===== src/rtl/debounce_pkg.sv =====
// Shared defaults and the counter-width helper for the debounce_multi block.
package debounce_pkg;

    localparam int DEF_N_CH          = 4;
    localparam int DEF_STABLE_CYCLES = 8;
    localparam int DEF_LONG_CYCLES   = 1024;

    // Bits needed to hold any value from 0 up to maxVal inclusive.
    function automatic int cntWidth(input int maxVal);
        return (maxVal < 1) ? 1 : $clog2(maxVal + 1);
    endfunction

endpackage


===== src/rtl/debounce_chan.sv =====
// One debounce channel: 2-flop synchroniser, stability counter, level and edge pulses.
// Long-press hold counter is present only when DEBOUNCE_LONGPRESS_EN is defined.
module debounce_chan
    import debounce_pkg::*;
#(
    parameter int STABLE_CYCLES = DEF_STABLE_CYCLES,
    parameter int LONG_CYCLES   = DEF_LONG_CYCLES
) (
    input  logic clk,
    input  logic reset,
    input  logic i_button,
    output logic o_debounced,
    output logic o_rise,
    output logic o_fall,
    output logic o_longPress
);

    localparam int CNT_W = cntWidth(STABLE_CYCLES);
    localparam logic [CNT_W-1:0] CNT_LAST = CNT_W'(STABLE_CYCLES - 1);

    if (STABLE_CYCLES < 1 || LONG_CYCLES < 1) begin : g_badParams
        $error("debounce_chan: STABLE_CYCLES and LONG_CYCLES must both be >= 1");
    end

    logic             r_sync1;
    logic             r_sync2;
    logic [CNT_W-1:0] r_cnt;
    logic             r_level;
    logic             r_levelPrev;
    logic             r_rise;
    logic             r_fall;

    // Any return of the synchronised input to the current level restarts the window.
    always_ff @(posedge clk) begin
        if (reset) begin
            r_sync1     <= 1'b0;
            r_sync2     <= 1'b0;
            r_cnt       <= '0;
            r_level     <= 1'b0;
            r_levelPrev <= 1'b0;
            r_rise      <= 1'b0;
            r_fall      <= 1'b0;
        end else begin
            r_sync1     <= i_button;
            r_sync2     <= r_sync1;
            r_levelPrev <= r_level;
            r_rise      <= r_level & ~r_levelPrev;
            r_fall      <= ~r_level & r_levelPrev;
            if (r_sync2 == r_level) begin
                r_cnt <= '0;
            end else if (r_cnt == CNT_LAST) begin
                r_level <= r_sync2;
                r_cnt   <= '0;
            end else begin
                r_cnt <= r_cnt + 1'b1;
            end
        end
    end

    assign o_debounced = r_level;
    assign o_rise      = r_rise;
    assign o_fall      = r_fall;

`ifdef DEBOUNCE_LONGPRESS_EN
    localparam int HOLD_W = cntWidth(LONG_CYCLES);
    localparam logic [HOLD_W-1:0] HOLD_MAX  = HOLD_W'(LONG_CYCLES);
    localparam logic [HOLD_W-1:0] HOLD_LAST = HOLD_W'(LONG_CYCLES - 1);

    logic [HOLD_W-1:0] r_hold;
    logic              r_long;

    // Counting begins the cycle after rise and saturates, so each press pulses at most once.
    always_ff @(posedge clk) begin
        if (reset) begin
            r_hold <= '0;
            r_long <= 1'b0;
        end else begin
            r_long <= r_level & r_levelPrev & (r_hold == HOLD_LAST);
            if (!r_level) begin
                r_hold <= '0;
            end else if (r_levelPrev && (r_hold != HOLD_MAX)) begin
                r_hold <= r_hold + 1'b1;
            end
        end
    end

    assign o_longPress = r_long;
`else
    assign o_longPress = 1'b0;
`endif

endmodule


===== src/rtl/debounce_multi.sv =====
// N-channel push-button debouncer; each channel is an independent debounce_chan.
// Optional long-press detection is enabled by defining DEBOUNCE_LONGPRESS_EN.
module debounce_multi
    import debounce_pkg::*;
#(
    parameter int N_CH          = DEF_N_CH,
    parameter int STABLE_CYCLES = DEF_STABLE_CYCLES,
    parameter int LONG_CYCLES   = DEF_LONG_CYCLES
) (
    input  logic            clk,
    input  logic            reset,
    input  logic [N_CH-1:0] button,
    output logic [N_CH-1:0] debounced,
    output logic [N_CH-1:0] rise,
    output logic [N_CH-1:0] fall,
    output logic [N_CH-1:0] long_press
);

    for (genvar gi = 0; gi < N_CH; gi++) begin : g_chan
        debounce_chan #(
            .STABLE_CYCLES(STABLE_CYCLES),
            .LONG_CYCLES  (LONG_CYCLES)
        ) u_chan (
            .clk        (clk),
            .reset      (reset),
            .i_button   (button[gi]),
            .o_debounced(debounced[gi]),
            .o_rise     (rise[gi]),
            .o_fall     (fall[gi]),
            .o_longPress(long_press[gi])
        );
    end

endmodule


===== config.mk =====
export PLATFORM = sky130hd
export DESIGN_NAME = debounce_multi
export DESIGN_NICKNAME = d
export VERILOG_FILES = /design/src/rtl/debounce_pkg.sv /design/src/rtl/debounce_chan.sv /design/src/rtl/debounce_multi.sv
export SDC_FILE = /design/constraint.sdc
export NUM_CORES = 1
export LEC_CHECK = 0
export CAP_MARGIN = 0
export CELL_PAD_IN_SITES_DETAIL_PLACEMENT = 0
export CELL_PAD_IN_SITES_GLOBAL_PLACEMENT = 2
export CORE_ASPECT_RATIO = 0.8
export CORE_MARGIN = 1
export CORE_UTILIZATION = 33
export DETAILED_ROUTE_END_ITERATION = 7
export GPL_TIMING_DRIVEN = 0
export PLACE_DENSITY_LB_ADDON = 0.1
export SETUP_SLACK_MARGIN = 0.3
export SLEW_MARGIN = 20
export SYNTH_ARGS = -nofsm -noshare
export SYNTH_HDL_FRONTEND = slang
export SYNTH_SLANG_ARGS = --single-unit
export TNS_END_PERCENT = 30

===== constraint.sdc =====
create_clock -name clk -period 1.5 [get_ports clk]
set_input_delay 0.3 -clock clk [delete_from_list [all_inputs] [get_ports clk]]
set_output_delay 0.3 -clock clk [all_outputs]
set_load 0.01 [all_outputs]

; ---- Yosys cells after proc, flatten, opt, wreduce, memory -nomap -nowiden
; Index checks and enable logic that the tools add are counted.
[classes]
add_sub_neg = 4
multipliers = 0
div = 0
n_lt_le_gt_ge = 0
n_eq_ne = 8
n_shift = 0
muxes = 0
bitwise_logic = 20
reduce_logical = 8
[op_table]
columns = op, count
row1 = "4-bit by 1-bit adder with 4-bit output, second input constant", 4
row2 = "4-bit by 3-bit == test with 1-bit output, second input constant", 4
row3 = 1-bit inverter, 12
row4 = 3-bit OR reduction, 4
row5 = 1-bit AND, 8
row6 = 2-bit AND reduction, 4
row7 = 1-bit == test, 4
[word_totals]
register_bits = 40
latch_bits = 0
ram_bits = 0
romBits = 0
in_bits = 6
out_inout_bits = 16
memories = 0

; ---- Depth between registers and ports, before layout
[depth]
ltp_word = 3
depth_mapped = 4
ltp_nobuf = 4

; ---- Modules after synthesis
; From an unflattened synthesis, not the netlist that was laid out.
[unflattened]
cells_unflattened = 124
hier_area_um2 = 1371.3
[by_module_without_submodules]
columns = module, n_inst, cells_each, area_each_um2, seq_area_each_um2
row1 = debounce_chan, 4, 31, 342.8, 200.2

; ---- Least setup slack after synthesis
; OpenSTA, ideal clock, no wires.
[synth_path]
path_kind = reg2reg
start = register g_chan[3].u_chan.r_cnt[0]
end = register g_chan[3].u_chan.r_cnt[2]
setup_ns = 0.064
arrival_time_ns = 1.170
slack_ns = 0.266
path_stages_with_launch = 5
path_buffers = 0
period_less_slack_ns = 1.234
cell_sequence = dfxtp_1 ha_1 and3b_1 or3_4 nor2_1
[synth_via]
elab_chain_len = 2
word_cells_on_any_way = 3
[synth_rtl]
columns = item, line
row1 = start: declaration, debounce_chan.sv:27  ; logic [CNT_W-1:0] r_cnt;
row2 = start signal: assignment, debounce_chan.sv:55  ; r_cnt <= r_cnt + 1'b1;
row3 = branches (longest 2 deep; another with 4-bit by 1-bit adder with 4-bit output), -
; Parallel ways; which one is timed is not known.
; A chain may end at the register's enable or synchronous reset.

; ---- Worst setup path in the final report
[layout_path]
start = register g_chan[0].u_chan.r_cnt[0]
end = register g_chan[0].u_chan.r_cnt[0]
[layout_via]
elab_chain_len = 2
word_cells_on_any_way = 3
[layout_rtl]
columns = item, line
row1 = start: declaration, debounce_chan.sv:27
row2 = start signal: assignment, debounce_chan.sv:55
row3 = branches (longest 2 deep; another with 4-bit by 1-bit adder with 4-bit output), -
; Parallel ways; which one is timed is not known.

==> run metrics <==
Worst-Skew Late Latency 0.29 ns; FILL cells 421; Die Height 61.3 um; Clock Path Buffers 2; FF-to-FF setup slack 0.23 ns; commonest cells after routing, fill and taps aside 31 x dfxtp_1, 27 x buf_4, 16 x nor2b_1; GR Util All Layers 11.5%; dominant cells by area after synthesis dfxtp_1 55%, buf_4 8.3%, nor2b_1 6.9%; LEAKAGE 0.816 nW; critical path capture point type flop; total vias in the final route 924; Syn-to-layout area delta 32.7%; Slew Limit Fails 0; register area share after synthesis 55.2%; flop and latch count out of synthesis 40; crit path time final 1.27 ns; Residual DRC 0; Detailed Routing Iterations Pass 1 3; register area 820 sq um; total gr overflow 0; drt total wl 2270 um; Non-Filler Instances 230; fin worst setup slack 0.235 ns; Final Hold Vio Count 0; syn_area_per_cell 10.7 sq um; Setup Viol. Count Final 0; Worst setup SP type flop; CTS Hold Bufs 0; multi-input logic area 573 sq um; Pwr Density 1080 nW/um^2; Syn Inst Count 135; leading area contributor after synthesis dfxtp_1; Setup Skew 0.00663 ns; Port Buffers 17; area share of the largest cell type after synthesis 55.2%; FF-to-FF Start g_chan[0].u_chan.r_cnt[0]; row cnt 21; fmax 791 MHz; largest net degree at the start of global routing 13; fin util 45.8%; full die area 4670 sq um; share of cells above drive strength 1 43.4%; Core ar. 4200 sq um; Initial Utilization 34.5%; antenna violations before repair 0; CTS Buf Count 5; Yosys cell types 16; Routed Antenna Nets 0; Die Width 76.1 um; Worst Min Path Start g_chan[0].u_chan.r_levelPrev; minimum hold slack 0.404 ns; vias in the first global route 903; Ports 22; Peak VDD IR 0.000804 V; Max-Cap Viols 0; status finished clean; Final #Nets 182; Hold Crit Class reg -> reg; clk slew on worst S/H paths 0.07 ns; crit path launch g_chan[0].u_chan.r_cnt[0]; most common cell after layout, fill and taps aside dfxtp_1; 1st-iter DRT viols 6; Crit path arrival time 1.49 ns; Max stage delay on crit path 0.40 ns; RePlAce Congestion 0.608; placed inst area 1710 sq um; RSZ-0062 raised after global routing yes; Setup WS pre-CTS -0.236 ns; diodes inserted 0; Vias/cell 4.02; CP Cell Sequence ha_4, and3b_2, or3_4, nor2_1; H-Tree Depth 2; CTS tree done; Design Area, Final 1920 sq um; Crit path required time 1.72 ns; Final Cycle Share 84.3%; Syn. warnings 0; CP max-delay cell or3_4; Cell Count Post-Placement 212; power consumption 2.08 mW; Crit Path Max Fanout 4; clk root buf clkbuf_8; setup TNS 0 ns; Worst Setup Path Type reg -> reg; DR WL/cell 9.89 um; Clock Sinks 40; HPWL Detailed 1500 um; Cell Area, Synth 1450 sq um; first-pass GRT wire length 3930 um
==> what timing repair did <==
item,CTS,global route
resized for setup,62,15
pin swaps,1,10
gates cloned,0,0
setup buffers,4,6
setup endpoints to repair,41,19
==> metal layers <==
layer	vias to the layer above	wire length [um]	GRT usage [%]	part of all wire, %
met5	-	0	0	0
met3	8	118	4.15	5.2
met2	21	1060	19.6	47
li1	481	-	-	-
met4	0	60	8.24	2.6
met1	414	1030	12.4	45
==> synthesized netlist by cell type <==
library cell / instances
inv_1: 4
nand3_1: 4
or3_4: 4
nor2_1: 20
xnor2_1: 8
clkbuf_2: 1
buf_2: 1
dfxtp_1: 40
ha_1: 4
and3b_1: 4
buf_4: 16
conb_1: 1
mux2i_1: 4
nor2b_1: 16
nor3b_1: 4
xor2_1: 4
==> path summary, 6_finish.rpt <==
| kind | end | cells after the start |
|---|---|---|
| max reg2reg | g_chan[0].u_chan.r_cnt[0] | 4 |
| min | g_chan[0].u_chan.o_rise | 1 |
| max | g_chan[0].u_chan.r_cnt[0] | 4 |
| min reg2reg | g_chan[0].u_chan.o_rise | 1 |
==> final cells by class <==
type	instances	area share [%]
sequential	40	42.6
multi-input combinational	76	29.8
timing repair buffer	27	9.56
buffer	18	7.02
clock buffer	7	5.01
tap	57	3.71
clock inverter	1	1.56
inverter	4	0.780
==> sequential cells by signal (all words and copies together), names as in the netlist <==
name                       flops
g_chan.u_chan.o_rise           4
g_chan.u_chan.r_levelPrev      4
g_chan.u_chan.r_cnt           16
g_chan.u_chan.o_fall           4
g_chan.u_chan.r_sync1          4
g_chan.u_chan.r_sync2          4
g_chan.u_chan.o_debounced      4
==> worst max-delay path, delay by kind of cell, from the launching register on <==
family,cells,cell delay (ns)
DFF,1,0.34
and+or+nand+nor,3,0.70
adders and majority gates,1,0.15
==> report_power, final <==
group          switching (mW)  total [mW]  internal, mW  leakage (nW)
registers             0.00648        1.08          1.07         0.330
logic                  0.0293      0.0657        0.0364         0.422
clock network           0.353       0.940         0.587        0.0645
==> kinds of logic (layout without fill, tap and decap cells) <==
kind of cell	after synthesis	in the layout	share of synthesized area (%)
AND/OR/NAND/NOR	52	52	21.1
flip-flops	40	40	55.2
buffers and inverters	22	57	10.0
XOR/XNOR	12	12	7.25
adder cells (fa/ha/maj)	4	4	3.45
multiplexers	4	4	2.76
other	1	4	0.259
(Power assumes the default switching activity.)
